File: config.mk
export PLATFORM = sky130hd
export DESIGN_NAME = multicycle_ctrl_fsm
export DESIGN_NICKNAME = d
export VERILOG_FILES = /design/src/rtl/mcfsm_pkg.sv /design/src/rtl/mcfsm_wait_counter.sv /design/src/rtl/multicycle_ctrl_fsm.sv
export SDC_FILE = /design/constraint.sdc
export NUM_CORES = 1
export LEC_CHECK = 0
export CORE_ASPECT_RATIO = 1.2
export CORE_MARGIN = 2
export CORE_UTILIZATION = 31
export CTS_BUF_LIST = sky130_fd_sc_hd__clkbuf_4
export DETAILED_ROUTE_END_ITERATION = 16
export GPL_TIMING_DRIVEN = 0
export PLACE_DENSITY_LB_ADDON = 0.25
export SLEW_MARGIN = 20
export SYNTH_ARGS = -nofsm -noshare
export SYNTH_HDL_FRONTEND = slang
export SYNTH_SLANG_ARGS = --single-unit
File: constraint.sdc
create_clock -name clk -period 2 [get_ports clk]
set_input_delay 0.5 -clock clk [delete_from_list [all_inputs] [get_ports clk]]
set_output_delay 0.5 -clock clk [all_outputs]
set_load 0.1 [all_outputs]
File: src/rtl/mcfsm_pkg.sv
// mcfsm_pkg: shared definitions for the multi-cycle RV32I control FSM.
//   - state_t: FSM state encoding (also visible on state_o for debug)
//   - RV32I major opcode constants
//   - datapath mux/ALU encodings shared with the multi-cycle datapath
//   - ctrl_t: bundle of all datapath strobes produced by the FSM
package mcfsm_pkg;

  typedef enum logic [3:0] {
    ST_IF   = 4'd0,
    ST_ID   = 4'd1,
    ST_EX   = 4'd2,
    ST_MEM  = 4'd3,
    ST_WB   = 4'd4,
    ST_HALT = 4'd5
  } state_t;

  localparam logic [6:0] OP_RTYPE  = 7'b0110011;
  localparam logic [6:0] OP_IARITH = 7'b0010011;
  localparam logic [6:0] OP_LOAD   = 7'b0000011;
  localparam logic [6:0] OP_STORE  = 7'b0100011;
  localparam logic [6:0] OP_BRANCH = 7'b1100011;
  localparam logic [6:0] OP_JAL    = 7'b1101111;
  localparam logic [6:0] OP_JALR   = 7'b1100111;
  localparam logic [6:0] OP_SYSTEM = 7'b1110011;

  localparam logic       ALU_A_PC      = 1'b0;
  localparam logic       ALU_A_RS1     = 1'b1;
  localparam logic [1:0] ALU_B_RS2     = 2'b00;
  localparam logic [1:0] ALU_B_FOUR    = 2'b01;
  localparam logic [1:0] ALU_B_IMM     = 2'b10;
  localparam logic [1:0] ALU_OP_ADD    = 2'b00;
  localparam logic [1:0] ALU_OP_BR     = 2'b01;
  localparam logic [1:0] ALU_OP_FUNCT  = 2'b10;
  localparam logic [1:0] WB_ALUOUT     = 2'b00;
  localparam logic [1:0] WB_MDR        = 2'b01;
  localparam logic [1:0] WB_PC4        = 2'b10;
  localparam logic [1:0] PC_SRC_ALU    = 2'b00;
  localparam logic [1:0] PC_SRC_ALUOUT = 2'b01;

  // a7 value that requests program exit through ECALL
  localparam logic [31:0] ECALL_EXIT = 32'd10;

  typedef struct packed {
    logic       pc_write;
    logic       ir_write;
    logic       i_or_d;
    logic       mem_read;
    logic       mem_write;
    logic [1:0] mem_to_reg;
    logic       reg_write;
    logic       alu_src_a;
    logic [1:0] alu_src_b;
    logic [1:0] alu_op;
    logic [1:0] pc_source;
  } ctrl_t;

  // Opcodes that proceed from ID into EX (ECALL is handled separately in ID)
  function automatic logic is_exec_op(input logic [6:0] op);
    case (op)
      OP_RTYPE, OP_IARITH, OP_LOAD, OP_STORE,
      OP_BRANCH, OP_JAL, OP_JALR: is_exec_op = 1'b1;
      default:                    is_exec_op = 1'b0;
    endcase
  endfunction

endpackage

File: src/rtl/mcfsm_wait_counter.sv
// mcfsm_wait_counter: memory-latency wait counter for the control FSM.
//   clk   - clock
//   reset - asynchronous active-low reset (count -> 0)
//   clr   - synchronous clear, has priority over en
//   en    - advance the count by one
//   done  - count has reached MEM_LAT-1 (always true when MEM_LAT==1)
module mcfsm_wait_counter
#(
  parameter int MEM_LAT = 4,
  parameter int CNT_W   = 4
) (
  input  logic clk,
  input  logic reset,
  input  logic clr,
  input  logic en,
  output logic done
);

  logic [CNT_W-1:0] cnt_r;

  // Count register: clear wins so the count never passes MEM_LAT-1
  always_ff @(posedge clk or negedge reset) begin
    if (!reset) begin
      cnt_r <= '0;
    end else if (clr) begin
      cnt_r <= '0;
    end else if (en) begin
      cnt_r <= cnt_r + CNT_W'(1);
    end else begin
      cnt_r <= cnt_r;
    end
  end

  assign done = (cnt_r == CNT_W'(MEM_LAT - 1));

endmodule

File: src/rtl/multicycle_ctrl_fsm.sv
// multicycle_ctrl_fsm: multi-cycle RV32I control FSM (IF/ID/EX/MEM/WB/HALT).
// Memory accesses in IF and MEM last MEM_LAT cycles, timed by mcfsm_wait_counter.
// Strobes are decoded combinationally from state/opcode/wait counter and are
// forced to 0 while reset is low.
// Optional feature macro: MCFSM_ECALL_HALT_EN -- ECALL with x17_val==10 enters
// a sticky HALT state; without it ECALL is a NOP and halted stays 0.
// Ports:
//   clk, reset (async active-low), opcode (IR[6:0]), bcond (branch taken, EX),
//   x17_val (a7, read in ID), pc_write, ir_write, i_or_d, mem_read, mem_write,
//   mem_to_reg[1:0], reg_write, alu_src_a, alu_src_b[1:0], alu_op[1:0],
//   pc_source[1:0], halted, state_o[3:0] (debug state).
module multicycle_ctrl_fsm
  import mcfsm_pkg::*;
#(
  parameter int MEM_LAT = 4,
  parameter int CNT_W   = 4
) (
  input  logic        clk,
  input  logic        reset,
  input  logic [6:0]  opcode,
  input  logic        bcond,
  input  logic [31:0] x17_val,
  output logic        pc_write,
  output logic        ir_write,
  output logic        i_or_d,
  output logic        mem_read,
  output logic        mem_write,
  output logic [1:0]  mem_to_reg,
  output logic        reg_write,
  output logic        alu_src_a,
  output logic [1:0]  alu_src_b,
  output logic [1:0]  alu_op,
  output logic [1:0]  pc_source,
  output logic        halted,
  output logic [3:0]  state_o
);

  state_t state_r;
  logic   halted_r;
  logic   in_wait_s;
  logic   wait_done_s;
  logic   halt_req_s;
  logic   is_load_s;
  logic   is_store_s;
  logic   is_jump_s;
  ctrl_t  ctrl_s;
  ctrl_t  ctrl_out_s;

  assign in_wait_s  = (state_r == ST_IF) || (state_r == ST_MEM);
  assign is_load_s  = (opcode == OP_LOAD);
  assign is_store_s = (opcode == OP_STORE);
  assign is_jump_s  = (opcode == OP_JAL) || (opcode == OP_JALR);

`ifdef MCFSM_ECALL_HALT_EN
  assign halt_req_s = (x17_val == ECALL_EXIT);
`else
  logic unused_x17_s;
  assign halt_req_s   = 1'b0;
  assign unused_x17_s = ^x17_val;
`endif

  // Clearing on the completing cycle leaves the count at 0 on entry to the next IF/MEM
  mcfsm_wait_counter #(
    .MEM_LAT (MEM_LAT),
    .CNT_W   (CNT_W)
  ) u_wait (
    .clk   (clk),
    .reset (reset),
    .clr   (!in_wait_s || wait_done_s),
    .en    (in_wait_s),
    .done  (wait_done_s)
  );

  // State sequencing and sticky halt flag
  always_ff @(posedge clk or negedge reset) begin
    if (!reset) begin
      state_r  <= ST_IF;
      halted_r <= 1'b0;
    end else begin
      case (state_r)
        ST_IF: begin
          state_r <= wait_done_s ? ST_ID : ST_IF;
        end
        ST_ID: begin
          if (opcode == OP_SYSTEM) begin
            state_r  <= halt_req_s ? ST_HALT : ST_IF;
            halted_r <= halt_req_s;
          end else if (is_exec_op(opcode)) begin
            state_r <= ST_EX;
          end else begin
            state_r <= ST_IF;
          end
        end
        ST_EX: begin
          if (is_load_s || is_store_s) begin
            state_r <= ST_MEM;
          end else if (opcode == OP_BRANCH) begin
            state_r <= ST_IF;
          end else if (is_exec_op(opcode)) begin
            state_r <= ST_WB;
          end else begin
            state_r <= ST_IF;
          end
        end
        ST_MEM: begin
          if (wait_done_s) begin
            state_r <= is_load_s ? ST_WB : ST_IF;
          end else begin
            state_r <= ST_MEM;
          end
        end
        ST_WB: begin
          state_r <= ST_IF;
        end
        ST_HALT: begin
          state_r <= ST_HALT;
        end
        default: begin
          state_r  <= ST_IF;
          halted_r <= 1'b0;
        end
      endcase
    end
  end

  // Strobe decode from current state, opcode and wait-counter completion
  always_comb begin
    ctrl_s = '0;
    case (state_r)
      ST_IF: begin
        ctrl_s.mem_read  = 1'b1;
        ctrl_s.ir_write  = wait_done_s;
        ctrl_s.pc_write  = wait_done_s;
        ctrl_s.alu_src_a = ALU_A_PC;
        ctrl_s.alu_src_b = wait_done_s ? ALU_B_FOUR : ALU_B_RS2;
        ctrl_s.alu_op    = ALU_OP_ADD;
        ctrl_s.pc_source = PC_SRC_ALU;
      end
      ST_ID: begin
        // PC + imm lands in ALUOut as the branch/JAL target
        ctrl_s.alu_src_a = ALU_A_PC;
        ctrl_s.alu_src_b = ALU_B_IMM;
        ctrl_s.alu_op    = ALU_OP_ADD;
      end
      ST_EX: begin
        case (opcode)
          OP_RTYPE: begin
            ctrl_s.alu_src_a = ALU_A_RS1;
            ctrl_s.alu_src_b = ALU_B_RS2;
            ctrl_s.alu_op    = ALU_OP_FUNCT;
          end
          OP_IARITH: begin
            ctrl_s.alu_src_a = ALU_A_RS1;
            ctrl_s.alu_src_b = ALU_B_IMM;
            ctrl_s.alu_op    = ALU_OP_FUNCT;
          end
          OP_LOAD, OP_STORE: begin
            ctrl_s.alu_src_a = ALU_A_RS1;
            ctrl_s.alu_src_b = ALU_B_IMM;
            ctrl_s.alu_op    = ALU_OP_ADD;
          end
          OP_BRANCH: begin
            ctrl_s.alu_src_a = ALU_A_RS1;
            ctrl_s.alu_src_b = ALU_B_RS2;
            ctrl_s.alu_op    = ALU_OP_BR;
            ctrl_s.pc_source = PC_SRC_ALUOUT;
            ctrl_s.pc_write  = bcond;
          end
          OP_JAL: begin
            ctrl_s.pc_write  = 1'b1;
            ctrl_s.pc_source = PC_SRC_ALUOUT;
          end
          OP_JALR: begin
            ctrl_s.alu_src_a = ALU_A_RS1;
            ctrl_s.alu_src_b = ALU_B_IMM;
            ctrl_s.alu_op    = ALU_OP_ADD;
            ctrl_s.pc_write  = 1'b1;
            ctrl_s.pc_source = PC_SRC_ALU;
          end
          default: begin
            ctrl_s = '0;
          end
        endcase
      end
      ST_MEM: begin
        ctrl_s.i_or_d    = 1'b1;
        ctrl_s.mem_read  = is_load_s;
        ctrl_s.mem_write = is_store_s;
        // ir_write doubles as the MDR capture strobe for loads
        ctrl_s.ir_write  = is_load_s && wait_done_s;
      end
      ST_WB: begin
        ctrl_s.reg_write  = 1'b1;
        ctrl_s.mem_to_reg = is_load_s ? WB_MDR : (is_jump_s ? WB_PC4 : WB_ALUOUT);
      end
      ST_HALT: begin
        ctrl_s = '0;
      end
      default: begin
        ctrl_s = '0;
      end
    endcase
  end

  // Strobes are held inactive for the whole time reset is low
  assign ctrl_out_s = reset ? ctrl_s : '0;

  assign pc_write   = ctrl_out_s.pc_write;
  assign ir_write   = ctrl_out_s.ir_write;
  assign i_or_d     = ctrl_out_s.i_or_d;
  assign mem_read   = ctrl_out_s.mem_read;
  assign mem_write  = ctrl_out_s.mem_write;
  assign mem_to_reg = ctrl_out_s.mem_to_reg;
  assign reg_write  = ctrl_out_s.reg_write;
  assign alu_src_a  = ctrl_out_s.alu_src_a;
  assign alu_src_b  = ctrl_out_s.alu_src_b;
  assign alu_op     = ctrl_out_s.alu_op;
  assign pc_source  = ctrl_out_s.pc_source;
  assign halted     = halted_r;
  assign state_o    = state_r;

endmodule

Word-level counts from Yosys, hierarchy flattened
Cells that the tools add are included.
Widths: inputs -> output; s select.
- bits in registers: 9
- output and inout port bits: 20
- word-level logic and storage cells: 68
- bits of input ports: 42
- add/subtract/negate cells: 1
- bitwise logic cells: 1
- reduce and logical (&&, ||, !) cells: 14
- mux-type cells: 34
- equality and inequality tests: 15
- operator list (cell ; count):
    $eq 7x7->1 const B ; 4
    $pmux 5 s4 ; 1
    $mux 3 ; 6
    $mux 15 ; 1
    $pmux 3 s5 ; 1
    $pmux 5 s3 ; 1
    $eq 7x6->1 const B ; 2
    $eq 4x2->1 const B ; 3
    $mux 1 ; 12
    $mux 2 ; 5
    $pmux 1 s2 ; 5
    $eq 4x3->1 const B ; 2
    $mux 4 ; 2
    $eq 7x2->1 const B ; 1
    $eq 7x5->1 const B ; 1
    $reduce_or 7->1 ; 1
    $reduce_or 5->1 ; 1
    $add 4x1->4 const B ; 1
    $eq 4x1->1 const B ; 1
    $logic_not 4->1 ; 1
    $logic_or 1x1->1 ; 4
    $reduce_or 2->1 ; 2
    $reduce_or 3->1 ; 1
    $ne 2x2->1 const B ; 1
    5 further kinds ; 5

Logic depth before layout (Yosys ltp)
- depth in word-level cells: 10
- gate-level depth with buffers: 5
- depth with buffers taken out: 5

Hierarchy
From an unflattened synthesis, not the netlist that was laid out.
- cells, all modules: 93
- area total of the unflattened synthesis: 744.5 µm²
- modules (own cells, without submodules) (module ; times used ; sequential area each (µm²) ; area each (µm²) ; cells an instance):
    multicycle_ctrl_fsm ; 1 ; 75.1 ; 544.3 ; 76
    mcfsm_wait_counter ; 1 ; 100.1 ; 200.2 ; 17

Worst setup path after synthesis
OpenSTA, ideal clock, no wires.
- path type: register to output
- from: reg state_r[0] (netlist: state_o[0])
- to: out mem_write
- required time: 1500 ps
- arrival time: 4334 ps
- path buffers: 1
- stages on the path, launching flop included: 5
- setup slack: -2834 ps
- cells stage by stage: dfrtp_1 > buf_6 > inv_1 > nor3_1 > and3_1
- cells in the longest elaborated chain, start to end: 3
- ends and longest elaborated chain (what ; RTL line ; source):
    from (decl) ; multicycle_ctrl_fsm.sv:38 ; state_t state_r;
    from (signal assigned) ; multicycle_ctrl_fsm.sv:82 ; state_r <= wait_done_s ? ST_ID : ST_IF;
    from (signal assigned) ; multicycle_ctrl_fsm.sv:86 ; state_r <= halt_req_s ? ST_HALT : ST_IF;
    from (signal assigned) ; multicycle_ctrl_fsm.sv:107 ; state_r <= is_load_s ? ST_WB : ST_IF;
    $eq 4x2->1 ; multicycle_ctrl_fsm.sv:129 ; case (state_r)
    $mux 1 ; - ;
    $mux 15 ; multicycle_ctrl_fsm.sv:206 ; assign ctrl_out_s = reset ? ctrl_s : '0;
    to (decl) ; multicycle_ctrl_fsm.sv:27 ; output logic mem_write,
Every way passes these cells.

Worst setup path in the final report
- from: reg u_wait.cnt_r[1]
- to: out pc_write
- cells in the longest elaborated chain, start to end: 3
- ends and longest elaborated chain (what ; RTL line ; source):
    from (decl) ; mcfsm_wait_counter.sv:19 ; logic [CNT_W-1:0] cnt_r;
    from (signal assigned) ; mcfsm_wait_counter.sv:28 ; cnt_r <= cnt_r + CNT_W'(1);
    from (signal assigned) ; mcfsm_wait_counter.sv:30 ; cnt_r <= cnt_r;
    $eq 4x2->1 ; mcfsm_wait_counter.sv:34 ; assign done = (cnt_r == CNT_W'(MEM_LAT - 1));
    $pmux 1 s2 ; multicycle_ctrl_fsm.sv:129 ;
    $mux 15 ; multicycle_ctrl_fsm.sv:206 ;
    to (decl) ; multicycle_ctrl_fsm.sv:23 ; output logic pc_write,
Every way passes these cells.

==> flow_metrics.py <==
metrics = {
    "status": {
        "status": "complete, but fails checks",
        "violations": "setup timing",
    },
    "grt": {
        "track_usage_pct": 18.2,
        "grt_pass1_vias": 727,
        "grt_overflow": 0,
        "grt_pass1_wl_microns": 3320,
        "grt_max_degree": 11,
        "antenna_found_initial": 0,
    },
    "power_and_ir_drop": {
        "p_per_area_mw_per_mm2": 840,
        "vdd_drop_max_mv": 0.828,
        "leakage_nw": 0.599,
        "total_power_w": 0.00129,
    },
    "synth": {
        "synthCells": 86,
        "synth_warnings": 0,
        "synth-compound-area-share_pct": 18.3,
        "synth_top_family_by_area": "simple AND/OR/NAND/NOR gates",
        "async_flop_share_pct": 100,
        "synth_fa_ha_area_share_pct": 1.88,
        "avgSynthCellArea_sq_um": 7.73,
        "synth.area.mux_share_pct": 0,
        "synth-edff-count": 0,
        "synth_seq_cells": 7,
        "synthSimpleGateAreaFrac_pct": 40.5,
        "syn_area_sq_um": 664,
        "ys_types": 37,
        "synth_seq_area_share_pct": 26.4,
        "synth-xor-area-share_pct": 2.64,
        "synth_flop_cell": "dfrtp_1",
    },
    "sta": {
        "maxSlewHeadroom_pct": 63.7,
        "layout_min_cycle_time_ns": 2.16,
        "setup_slack_ns": -0.162,
        "skew_ns": 0.00465,
        "finalHoldViolCount": 0,
        "worstMarginPinSlew_ns": 0.547,
        "setup_viol": 9,
        "period_share_pct": 108,
        "max_freq_mhz": 462,
        "rsz0062_at_grt": "yes",
        "slew_viol_final": 0,
    },
    "min_path": {
        "hold_path.class": "in2async",
    },
    "worst_setup_path": {
        "slowest_stage": "dfrtp_1",
        "r2r-start": "u_wait.cnt_r[1]",
        "cp_max_fo": 2,
        "reg2reg_to": "state_o[0]",
        "cp_data_arrival_time_ns": 1.66,
        "crit_path_end_kind": "output port",
        "critical_path_class": "reg2out",
        "worstPathRequired_ns": 1.50,
        "cpPeakStageDelay_ns": 0.35,
        "r2r_cells": 6,
        "critPathLaunchType": "flop",
        "cp_cell_sequence": "ha_2 > nor3b_4 > nand2_2 > nor3_4 > o21bai_4 > buf_12",
        "r2r_slack_ns": 0.53,
    },
    "detailed_routing": {
        "wl_per_cell_microns": 13.9,
        "drt-vias-per-instance": 4.96,
        "drt.antenna.violating_nets": 0,
        "drtIter0Drc": 7,
        "num_vias": 828,
        "wirelength_microns": 2320,
        "dr.pass1.iters": 4,
        "drcViolationCount": 0,
    },
    "cts": {
        "cts_buffers": 3,
        "cts_tree": "yes",
        "clk_path_buf_depth": 2,
        "hold_buffers": 0,
        "h-tree-depth": 1,
        "cts.clk_slew.worst_paths_ns": 0.05,
        "root_buffer": "clkbuf_4",
        "clk_latency_ns": 0.25,
        "cts_sinks": 7,
    },
    "layout": {
        "fin_cells": 167,
        "nets": 181,
        "insertedDiodeCount": 0,
        "layout-drive-gt1-share_pct": 67.9,
        "synthToLayoutAreaGrowth_pct": 131,
    },
    "floorplanning": {
        "io-pin-count": 62,
        "die_h_microns": 54.7,
        "core_area_sq_mm": 0.00205,
        "die_x_microns": 46.3,
        "initial_core_util_pct": 32.4,
        "rows": 18,
        "dieArea_sq_mm": 0.00253,
    },
    "placement": {
        "hpwl_microns": 1340,
        "port_buffers": 24,
        "place_congestion": 0.760,
        "place_inst": 142,
    },
    "flow_run": {
        "maxCapViolations": 0,
    },
}
logic make-up after synthesis:
logic type | after synthesis
compound gates | 18
xor+xnor | 2
fa+ha+maj | 1
buf+inv | 11
flops | 7
other cells | 1
simple gates | 46
where the power goes:
part / switching, W / internal [W]
combinational: 0.000515 / 0.000388
sequential: 0.0000464 / 0.000198
clock: 0.0000532 / 0.0000898
total: 0.000615 / 0.000675
worst max-delay path by stage:
stage	end	depth (start not counted)	from
finish	pc_write	6	u_wait.cnt_r[1]
floorplan	pc_write	5	u_wait.cnt_r[0]
global route	pc_write	6	u_wait.cnt_r[1]
CTS	ir_write	6	opcode[2]
detailed placement	pc_write	6	reset
global placement	pc_write	6	reset
area by class of cell:
| type | count | area, sq um |
|---|---|---|
| Clock buffer | 4 | 30.0 |
| Buffer | 6 | 65.1 |
| Sequential cell | 7 | 186 |
| Inverter | 5 | 30.0 |
| Timing Repair Buffer | 45 | 513 |
| Fill cell | 131 | 514 |
| Multi-Input combinational cell | 70 | 673 |
| Tap cell | 30 | 37.5 |
critical path: cells and delay by family (launching register included):
family / cells / cell delay (ns)
flops: 1 / 0.35
compound gates: 1 / 0.17
buf+inv: 1 / 0.19
simple gates: 3 / 0.52
fa+ha+maj: 1 / 0.18
through the flow:
step           hold slack [ns]  setup WS [ns]  utilization [%]  area [sq um]  setup TNS [ns]
5_1_grt                 0.0765         -0.231             74.9          1540           -1.15
2_1_floorplan            0.204         -0.715                -           880           -3.50
3_3_place_gp             0.447          -1.63             56.5          1160          -20.76
6_report                0.0726         -0.162             74.9          1540          -0.542
3_5_place_dp             0.461          -1.67             56.5          1160          -21.22
4_1_cts                 0.0735         -0.179             69.3          1420          -0.822
flip-flops by register name (all words and copies together) (netlist names):
register and cells:
u_wait.cnt_r 4, state_o 3
timing repair:
item	in CTS	in global routing
cloned	0	0
resized for setup	160	18
setup buffers	15	6
pin swaps	13	7
endpoints found under the setup margin	17	14
metal layers:
layer / vias to the layer above / wire (microns) / track usage [%]
met4: 0 / 32 / 8.57
met2: 24 / 1250 / 30.6
met1: 402 / 945 / 23.5
met3: 4 / 89 / 0.990
li1: 398 / - / -
met5: - / 0 / 0
Yosys cell counts, drive strengths merged (2+ instances only):
library cell / instances / area [sq um]
nand3: 5 / 25.0
nor2: 18 / 70.1
nor3: 2 / 10.0
nand2b: 2 / 12.5
buf: 6 / 46.3
dfrtp: 7 / 175
o21ai: 3 / 15.0
o22ai: 2 / 12.5
o31ai: 2 / 15.0
a2bb2oi: 2 / 17.5
a21oi: 4 / 20.0
nor2b: 3 / 26.3
and2: 3 / 18.8
inv: 5 / 18.8
nand2: 5 / 18.8
cell usage in the layout, fill, tap and decap left out, types with 3 or more instances in the layout:
master and n:
nor2_4 7, clkbuf_4 5, nand3_4 3, nand2_1 3, buf_4 26, nor2_1 10
buf_6 6, buf_12 12, dfrtp_1 4, conb_1 3, o21ai_0 3, dfrtp_4 3
Note: power is estimated with default switching activity, not from simulation.
